==> src/rtl/risc_pkg.sv <==
// Shared decode constants and scoreboard entry type for the pipelined RISC core.
package risc_pkg;

  localparam logic [5:0] OP_NOP    = 6'h00;
  localparam logic [5:0] OP_LOAD   = 6'h23;
  localparam logic [5:0] OP_STORE  = 6'h2B;
  localparam logic [5:0] OP_BRANCH = 6'h04;

  localparam int OPC_LSB = 26;
  localparam int OPC_W   = 6;
  localparam int RD_LSB  = 21;
  localparam int RS1_LSB = 16;
  localparam int RS2_LSB = 11;
  localparam int RD_W    = 5;

  typedef struct packed {
    logic            valid;
    logic [RD_W-1:0] rd;
    logic            is_load;
  } sb_entry_t;

  function automatic logic op_writes_rd(input logic [OPC_W-1:0] op);
    return !(op inside {OP_NOP, OP_STORE, OP_BRANCH});
  endfunction

endpackage

==> src/rtl/hazard_fwd_unit_if.sv <==
// Decode-side bus of the hazard/forwarding unit.
// HAZARD_STATS_EN adds the stall/forward statistics counters.
interface hazard_fwd_unit_if #(
  parameter int IW    = 32,
  parameter int SELW  = 4,
  parameter int DEPTH = 3
);
  logic             id_valid;
  logic [IW-1:0]    id_inst;
  logic             flush;
  logic             stall;
  logic [SELW-1:0]  fwd_sel_a;
  logic [SELW-1:0]  fwd_sel_b;
  logic [DEPTH-1:0] slot_valid;
`ifdef HAZARD_STATS_EN
  logic [31:0]      stall_cnt;
  logic [31:0]      fwd_cnt;
`endif

  modport master (
    output id_valid, id_inst, flush,
`ifdef HAZARD_STATS_EN
    input  stall_cnt, fwd_cnt,
`endif
    input  stall, fwd_sel_a, fwd_sel_b, slot_valid
  );

  modport slave (
    input  id_valid, id_inst, flush,
`ifdef HAZARD_STATS_EN
    output stall_cnt, fwd_cnt,
`endif
    output stall, fwd_sel_a, fwd_sel_b, slot_valid
  );
endinterface

==> src/rtl/fwd_match.sv <==
// Priority search of the scoreboard for one source register; youngest producer wins.
module fwd_match
  import risc_pkg::*;
#(
  parameter int DEPTH = 3,
  parameter int RFW   = 5,
  parameter int SELW  = 4
) (
  input  sb_entry_t [DEPTH-1:0] slots,
  input  logic [RFW-1:0]        rs,
  output logic [SELW-1:0]       sel,
  output logic                  is_load_hit
);

  // Scan oldest to youngest so the lowest matching slot overwrites the rest.
  always_comb begin
    sel         = '0;
    is_load_hit = 1'b0;
    for (int k = DEPTH - 1; k >= 0; k--) begin
      if (slots[k].valid && (slots[k].rd[RFW-1:0] == rs) && (rs != '0)) begin
        sel         = SELW'(k + 1);
        is_load_hit = slots[k].is_load;
      end
    end
  end

endmodule

==> src/rtl/hazard_fwd_unit.sv <==
// Load-use hazard detection and operand forwarding between decode and ID_EXE.
// HAZARD_STATS_EN adds saturating stall_cnt / fwd_cnt outputs.
module hazard_fwd_unit
  import risc_pkg::*;
#(
  parameter int RFW        = 5,
  parameter int IW         = 32,
  parameter int DEPTH      = 3,
  parameter int LOAD_READY = 1,
  parameter int SELW       = 4
) (
  input logic               clk,
  input logic               reset,
  hazard_fwd_unit_if.slave  bus
);

  sb_entry_t [DEPTH-1:0] sb;
  sb_entry_t             entry;

  logic [OPC_W-1:0] opcode;
  logic [RFW-1:0]   rd_f;
  logic [RFW-1:0]   rs1_f;
  logic [RFW-1:0]   rs2_f;
  logic [SELW-1:0]  sel_a;
  logic [SELW-1:0]  sel_b;
  logic             load_a;
  logic             load_b;
  logic             haz_a;
  logic             haz_b;
  logic             stall;
  logic             unused_bits;

  assign opcode      = bus.id_inst[OPC_LSB +: OPC_W];
  assign rd_f        = bus.id_inst[RD_LSB +: RFW];
  assign rs1_f       = bus.id_inst[RS1_LSB +: RFW];
  assign rs2_f       = bus.id_inst[RS2_LSB +: RFW];
  assign unused_bits = ^bus.id_inst[RS2_LSB-1:0];

  fwd_match #(.DEPTH(DEPTH), .RFW(RFW), .SELW(SELW)) u_match_a (
    .slots       (sb),
    .rs          (rs1_f),
    .sel         (sel_a),
    .is_load_hit (load_a)
  );

  fwd_match #(.DEPTH(DEPTH), .RFW(RFW), .SELW(SELW)) u_match_b (
    .slots       (sb),
    .rs          (rs2_f),
    .sel         (sel_b),
    .is_load_hit (load_b)
  );

  // A load hit only stalls while it sits in a slot younger than LOAD_READY.
  assign haz_a = load_a && (sel_a <= SELW'(LOAD_READY));
  assign haz_b = load_b && (sel_b <= SELW'(LOAD_READY));
  assign stall = bus.id_valid && !bus.flush && (haz_a || haz_b);

  assign bus.stall     = stall;
  assign bus.fwd_sel_a = sel_a;
  assign bus.fwd_sel_b = sel_b;

  always_comb begin
    entry         = '0;
    entry.valid   = bus.id_valid && !stall && !bus.flush &&
                    op_writes_rd(opcode) && (rd_f != '0);
    entry.rd      = RD_W'(rd_f);
    entry.is_load = (opcode == OP_LOAD);
  end

  always_ff @(posedge clk or posedge reset) begin
    if (reset) begin
      sb <= '0;
    end else begin
      sb[DEPTH-1:1] <= sb[DEPTH-2:0];
      sb[0]         <= entry;
    end
  end

  always_comb begin
    bus.slot_valid = '0;
    for (int k = 0; k < DEPTH; k++) begin
      bus.slot_valid[k] = sb[k].valid;
    end
  end

`ifdef HAZARD_STATS_EN
  logic [31:0] stall_cnt;
  logic [31:0] fwd_cnt;
  logic        fwd_used;

  assign fwd_used = bus.id_valid && !stall && ((sel_a != '0) || (sel_b != '0));

  always_ff @(posedge clk or posedge reset) begin
    if (reset) begin
      stall_cnt <= '0;
      fwd_cnt   <= '0;
    end else begin
      if (stall && (stall_cnt != '1)) stall_cnt <= stall_cnt + 32'd1;
      if (fwd_used && (fwd_cnt != '1)) fwd_cnt <= fwd_cnt + 32'd1;
    end
  end

  assign bus.stall_cnt = stall_cnt;
  assign bus.fwd_cnt   = fwd_cnt;
`endif

endmodule

==> src/flat_wrapper.sv <==
// flat-port wrapper written by rule: the top's interface ports become plain ports
module hazard_fwd_unit_flat import risc_pkg::*;
#(
  parameter int RFW        = 5,
  parameter int IW         = 32,
  parameter int DEPTH      = 3,
  parameter int LOAD_READY = 1,
  parameter int SELW       = 4
)
  (clk, reset, bus_id_valid, bus_id_inst, bus_flush, bus_stall, bus_fwd_sel_a, bus_fwd_sel_b, bus_slot_valid);
  hazard_fwd_unit_if #(.IW(IW), .SELW(SELW), .DEPTH(DEPTH)) bus_i ();
  input logic clk;
  input logic reset;
  input wire logic [$bits(bus_i.id_valid)-1:0] bus_id_valid;
  input wire logic [$bits(bus_i.id_inst)-1:0] bus_id_inst;
  input wire logic [$bits(bus_i.flush)-1:0] bus_flush;
  output wire logic [$bits(bus_i.stall)-1:0] bus_stall;
  output wire logic [$bits(bus_i.fwd_sel_a)-1:0] bus_fwd_sel_a;
  output wire logic [$bits(bus_i.fwd_sel_b)-1:0] bus_fwd_sel_b;
  output wire logic [$bits(bus_i.slot_valid)-1:0] bus_slot_valid;
  assign bus_i.id_valid = bus_id_valid;
  assign bus_i.id_inst = bus_id_inst;
  assign bus_i.flush = bus_flush;
  assign bus_stall = bus_i.stall;
  assign bus_fwd_sel_a = bus_i.fwd_sel_a;
  assign bus_fwd_sel_b = bus_i.fwd_sel_b;
  assign bus_slot_valid = bus_i.slot_valid;
  hazard_fwd_unit #(.RFW(RFW), .IW(IW), .DEPTH(DEPTH), .LOAD_READY(LOAD_READY), .SELW(SELW)) u_core (.clk(clk), .reset(reset), .bus(bus_i));
endmodule
==> config.mk <==
export PLATFORM = sky130hd
export DESIGN_NAME = hazard_fwd_unit_flat
export DESIGN_NICKNAME = d
export VERILOG_FILES = /design/src/rtl/risc_pkg.sv /design/src/rtl/hazard_fwd_unit_if.sv /design/src/rtl/fwd_match.sv /design/src/rtl/hazard_fwd_unit.sv /design/src/flat_wrapper.sv
export SDC_FILE = /design/constraint.sdc
export NUM_CORES = 1
export LEC_CHECK = 0
export ABC_AREA = 0
export ABC_CLOCK_PERIOD_IN_PS = 3200
export BUFFER_PORTS_ARGS = -buffer_cell sky130_fd_sc_hd__buf_2
export CAP_MARGIN = 10
export CORE_MARGIN = 2
export CORE_UTILIZATION = 48
export DETAILED_ROUTE_END_ITERATION = 8
export GPL_TIMING_DRIVEN = 1
export PLACE_DENSITY_LB_ADDON = 0.1
export SLEW_MARGIN = 40
export SYNTH_ARGS = -nofsm -noshare
export SYNTH_HDL_FRONTEND = slang
export SYNTH_SLANG_ARGS = --single-unit
==> constraint.sdc <==
create_clock -name clk -period 3.2 [get_ports clk]
set_clock_uncertainty 0.1 [all_clocks]
set_input_delay 0.16 -clock clk [delete_from_list [all_inputs] [get_ports clk]]
set_output_delay 0.16 -clock clk [all_outputs]
set_load 0.05 [all_outputs]
==> flow_summary.json <==
{
  "cts-root-buf": "clkbuf_4",
  "grt_pass1_wl_microns": 3512,
  "pre_cts_slack_ps": 1322,
  "dr.max_layer_used": "met3",
  "multi_input_area_sq_um": 501.7,
  "crit_fanout": 2,
  "num_rows": 16,
  "cp_top_family": "simple AND/OR/NAND/NOR gates",
  "seqCellArea_sq_um": 475.5,
  "clock_latency_ps": 290,
  "period_minus_slack_ps": 2201,
  "ant_nets": 0,
  "pin_count": 48,
  "required_ps": 2940,
  "combPwrFrac_pct": 20.6,
  "start_util_pct": 51.58,
  "endpoint_kind": "primary output",
  "grt-ovfl-total": 0,
  "nets": 168,
  "wl_met2_microns": 1010,
  "grt_pass1_vias": 826,
  "setup_ws_ps": 999.2,
  "fmaxAchievable_mhz": 454.4,
  "final_cells": 158,
  "dp_hpwl_microns": 1535,
  "cts_tree": "done",
  "viasPerCell": 4.911,
  "clock_power_share_pct": 25.2,
  "fin_crit_sh_pct": 68.78,
  "tns_ps": 0,
  "slew_headroom_pct": 53.76,
  "power_density_nw_per_um2": 378.9,
  "numCtsBuffers": 3,
  "ys_seq_elements": 19,
  "die_h_microns": 50.15,
  "cp_cell_sequence": "xnor2_1 > nand4_1 > or4_1 > nor2b_1 > nor2_1 > buf_2",
  "die_w_microns": 50.15,
  "arrival_ps": 1940,
  "drv_cap": 0,
  "syn-instance-count": 91,
  "path_clk_slew_ps": 110,
  "cp_slowest_cell": "or4_1",
  "drt_first_pass_iters": 3,
  "internal_power_mw": 0.3422,
  "power.share.switching_pct": 29.73,
  "p_switching_mw": 0.1448,
  "drtIter0Drc": 8,
  "finalHoldViolations": 0,
  "post-cts-setup-buffer-count": 0,
  "core_sq_um": 1982,
  "post-route-util_pct": 64.84,
  "layout_commonest_cell": "buf_2",
  "drc": 0,
  "setup_viol": 0,
  "synthDistinctLibCells": 21,
  "antenna_found_initial": 0,
  "seqPwrFrac_pct": 54.2,
  "met3WireLength_microns": 98,
  "start_kind": "flip-flop",
  "gp_congestion": 0.7758,
  "leakagePower_nw": 0.5766,
  "slew_violations": 0,
  "area_growth_pct": 25.70,
  "status": "complete, no violations",
  "yosysSeqAreaShare_pct": 46.51,
  "final_cell_mix": "buf_2, dfrtp_1, xnor2_1",
  "worst-path-buf-inv": 1,
  "num_vias": 776,
  "antenna_cells": 0,
  "track_usage_pct": 18.33,
  "slowest_delay_ps": 450,
  "rsz0062_at_grt": "false",
  "wl_met1_microns": 918,
  "tightestPinTransition_ps": 692.8,
  "syn_area_sq_um": 1022,
  "cts_buffer_depth": 2,
  "dp.cells": 146,
  "synth.avg_cell_area_sq_um": 11.23,
  "irDropWorstVdd_uv": 279.7,
  "crit_type": "flip-flop to primary output",
  "h-tree-depth": 1,
  "grt_max_degree": 20,
  "wl_per_cell_microns": 12.83,
  "fillerInstances": 178,
  "die-area_sq_um": 2515,
  "hp-class": "input pin to flip-flop",
  "portBuffers": 32,
  "cts.sinks": 19,
  "wirelength_microns": 2027,
  "cts.repair.resized": 0,
  "drive_gt1_share_pct": 31.30,
  "yosysWarnings": 0
}
==> power groups by stage <==
stage	Clock [mW]	Combinational, mW	Sequential, mW
after global placement	0	0.0915	0.269
after CTS	0.127	0.100	0.264
after global routing	0.137	0.109	0.266
after detailed placement	0	0.0934	0.269
after floorplan	0	0.0681	0.266
final	0.123	0.100	0.264
==> kinds of logic (layout without fill, tap and decap cells) <==
| group | count (synthesis) | count (layout) | synth area share (%) |
|---|---|---|---|
| simple gates | 27 | 27 | 17.63 |
| other cells | 1 | 4 | 0.3668 |
| compound gates | 6 | 6 | 4.284 |
| flops | 19 | 19 | 46.51 |
| xor+xnor | 30 | 30 | 25.70 |
| buf+inv | 8 | 45 | 5.508 |
==> sequential cells by signal, summed over array words and instances (netlist names) <==
register and flops:
u_core.sb 16, u_core.bus.slot_valid 3
==> per-stage QoR <==
stage,hold slack [ps],total power [mW],area [sq um]
floorplan,11.13,0.3344,1033
global placement,181.1,0.3602,1175
detailed placement,183.7,0.3626,1175
CTS,137.9,0.4918,1285
global route,160.1,0.5125,1285
finish,147.0,0.4869,1285
==> worst paths after layout <==
| path | startpoint | endpoint | slack, ps | depth (start not counted) |
|---|---|---|---|---|
| max in group asynchronous | reset | u_core.bus.slot_valid[0] | 2160 | 3 |
| min in group asynchronous | reset | u_core.sb[5] | 400 | 3 |
| setup reg to reg | u_core.sb[5] | u_core.bus.slot_valid[0] | 1700 | 5 |
| setup / recovery | u_core.sb[17] | bus_fwd_sel_b[1] | 1000 | 6 |
| hold / removal | bus_id_valid | u_core.bus.slot_valid[0] | 150 | 4 |
| hold reg to reg | u_core.sb[12] | u_core.sb[19] | 350 | 0 |
==> per-layer routing <==
metal  vias up  GRT usage (%)
met3         0          1.786
met1       361          22.35
li1        388              -
met4         0          4.167
met2        27          34.43
met5         -              0
==> synth_stat cells <==
master	n	area (sq um)
nor4_2	2	25.02
or4_1	4	30.03
o21ai_2	1	8.760
o21bai_1	2	15.01
nand2b_1	1	6.260
nor2b_1	2	12.51
nor4_1	3	18.77
nand4_1	6	37.54
xor2_1	12	105.1
o211a_1	1	10.01
nor3b_1	1	7.510
nor3_1	1	5.000
nor2_2	2	12.51
conb_1	1	3.750
a21oi_1	2	10.01
buf_4	7	52.55
and4b_1	1	10.01
inv_1	1	3.750
nor2_1	4	15.01
dfrtp_1	19	475.5
xnor2_1	18	157.7
==> worst reg2reg max path: cells and delay by family (launching register included) <==
kind / cells / cell delay, ps
AOI/OAI and AO/OA: 2 / 220
xor gates and xnor gates: 1 / 170
DFF: 1 / 430
and+or+nand+nor: 2 / 490
==> layout make-up <==
type | instances | area share [%]
multi-input combinational | 67 | 39.05
sequential | 19 | 37.00
timing repair buffer | 40 | 18.70
tap | 27 | 2.629
clock buffer | 3 | 1.753
clock inverter | 1 | 0.5842
inverter | 1 | 0.2921
==> timing repair <==
action                                  CTS  global route
hold endpoints to repair                 25             0
hold buffers                              8             0
endpoints found under the setup margin    0             0
No activity file was read; power rests on OpenSTA's default activity.
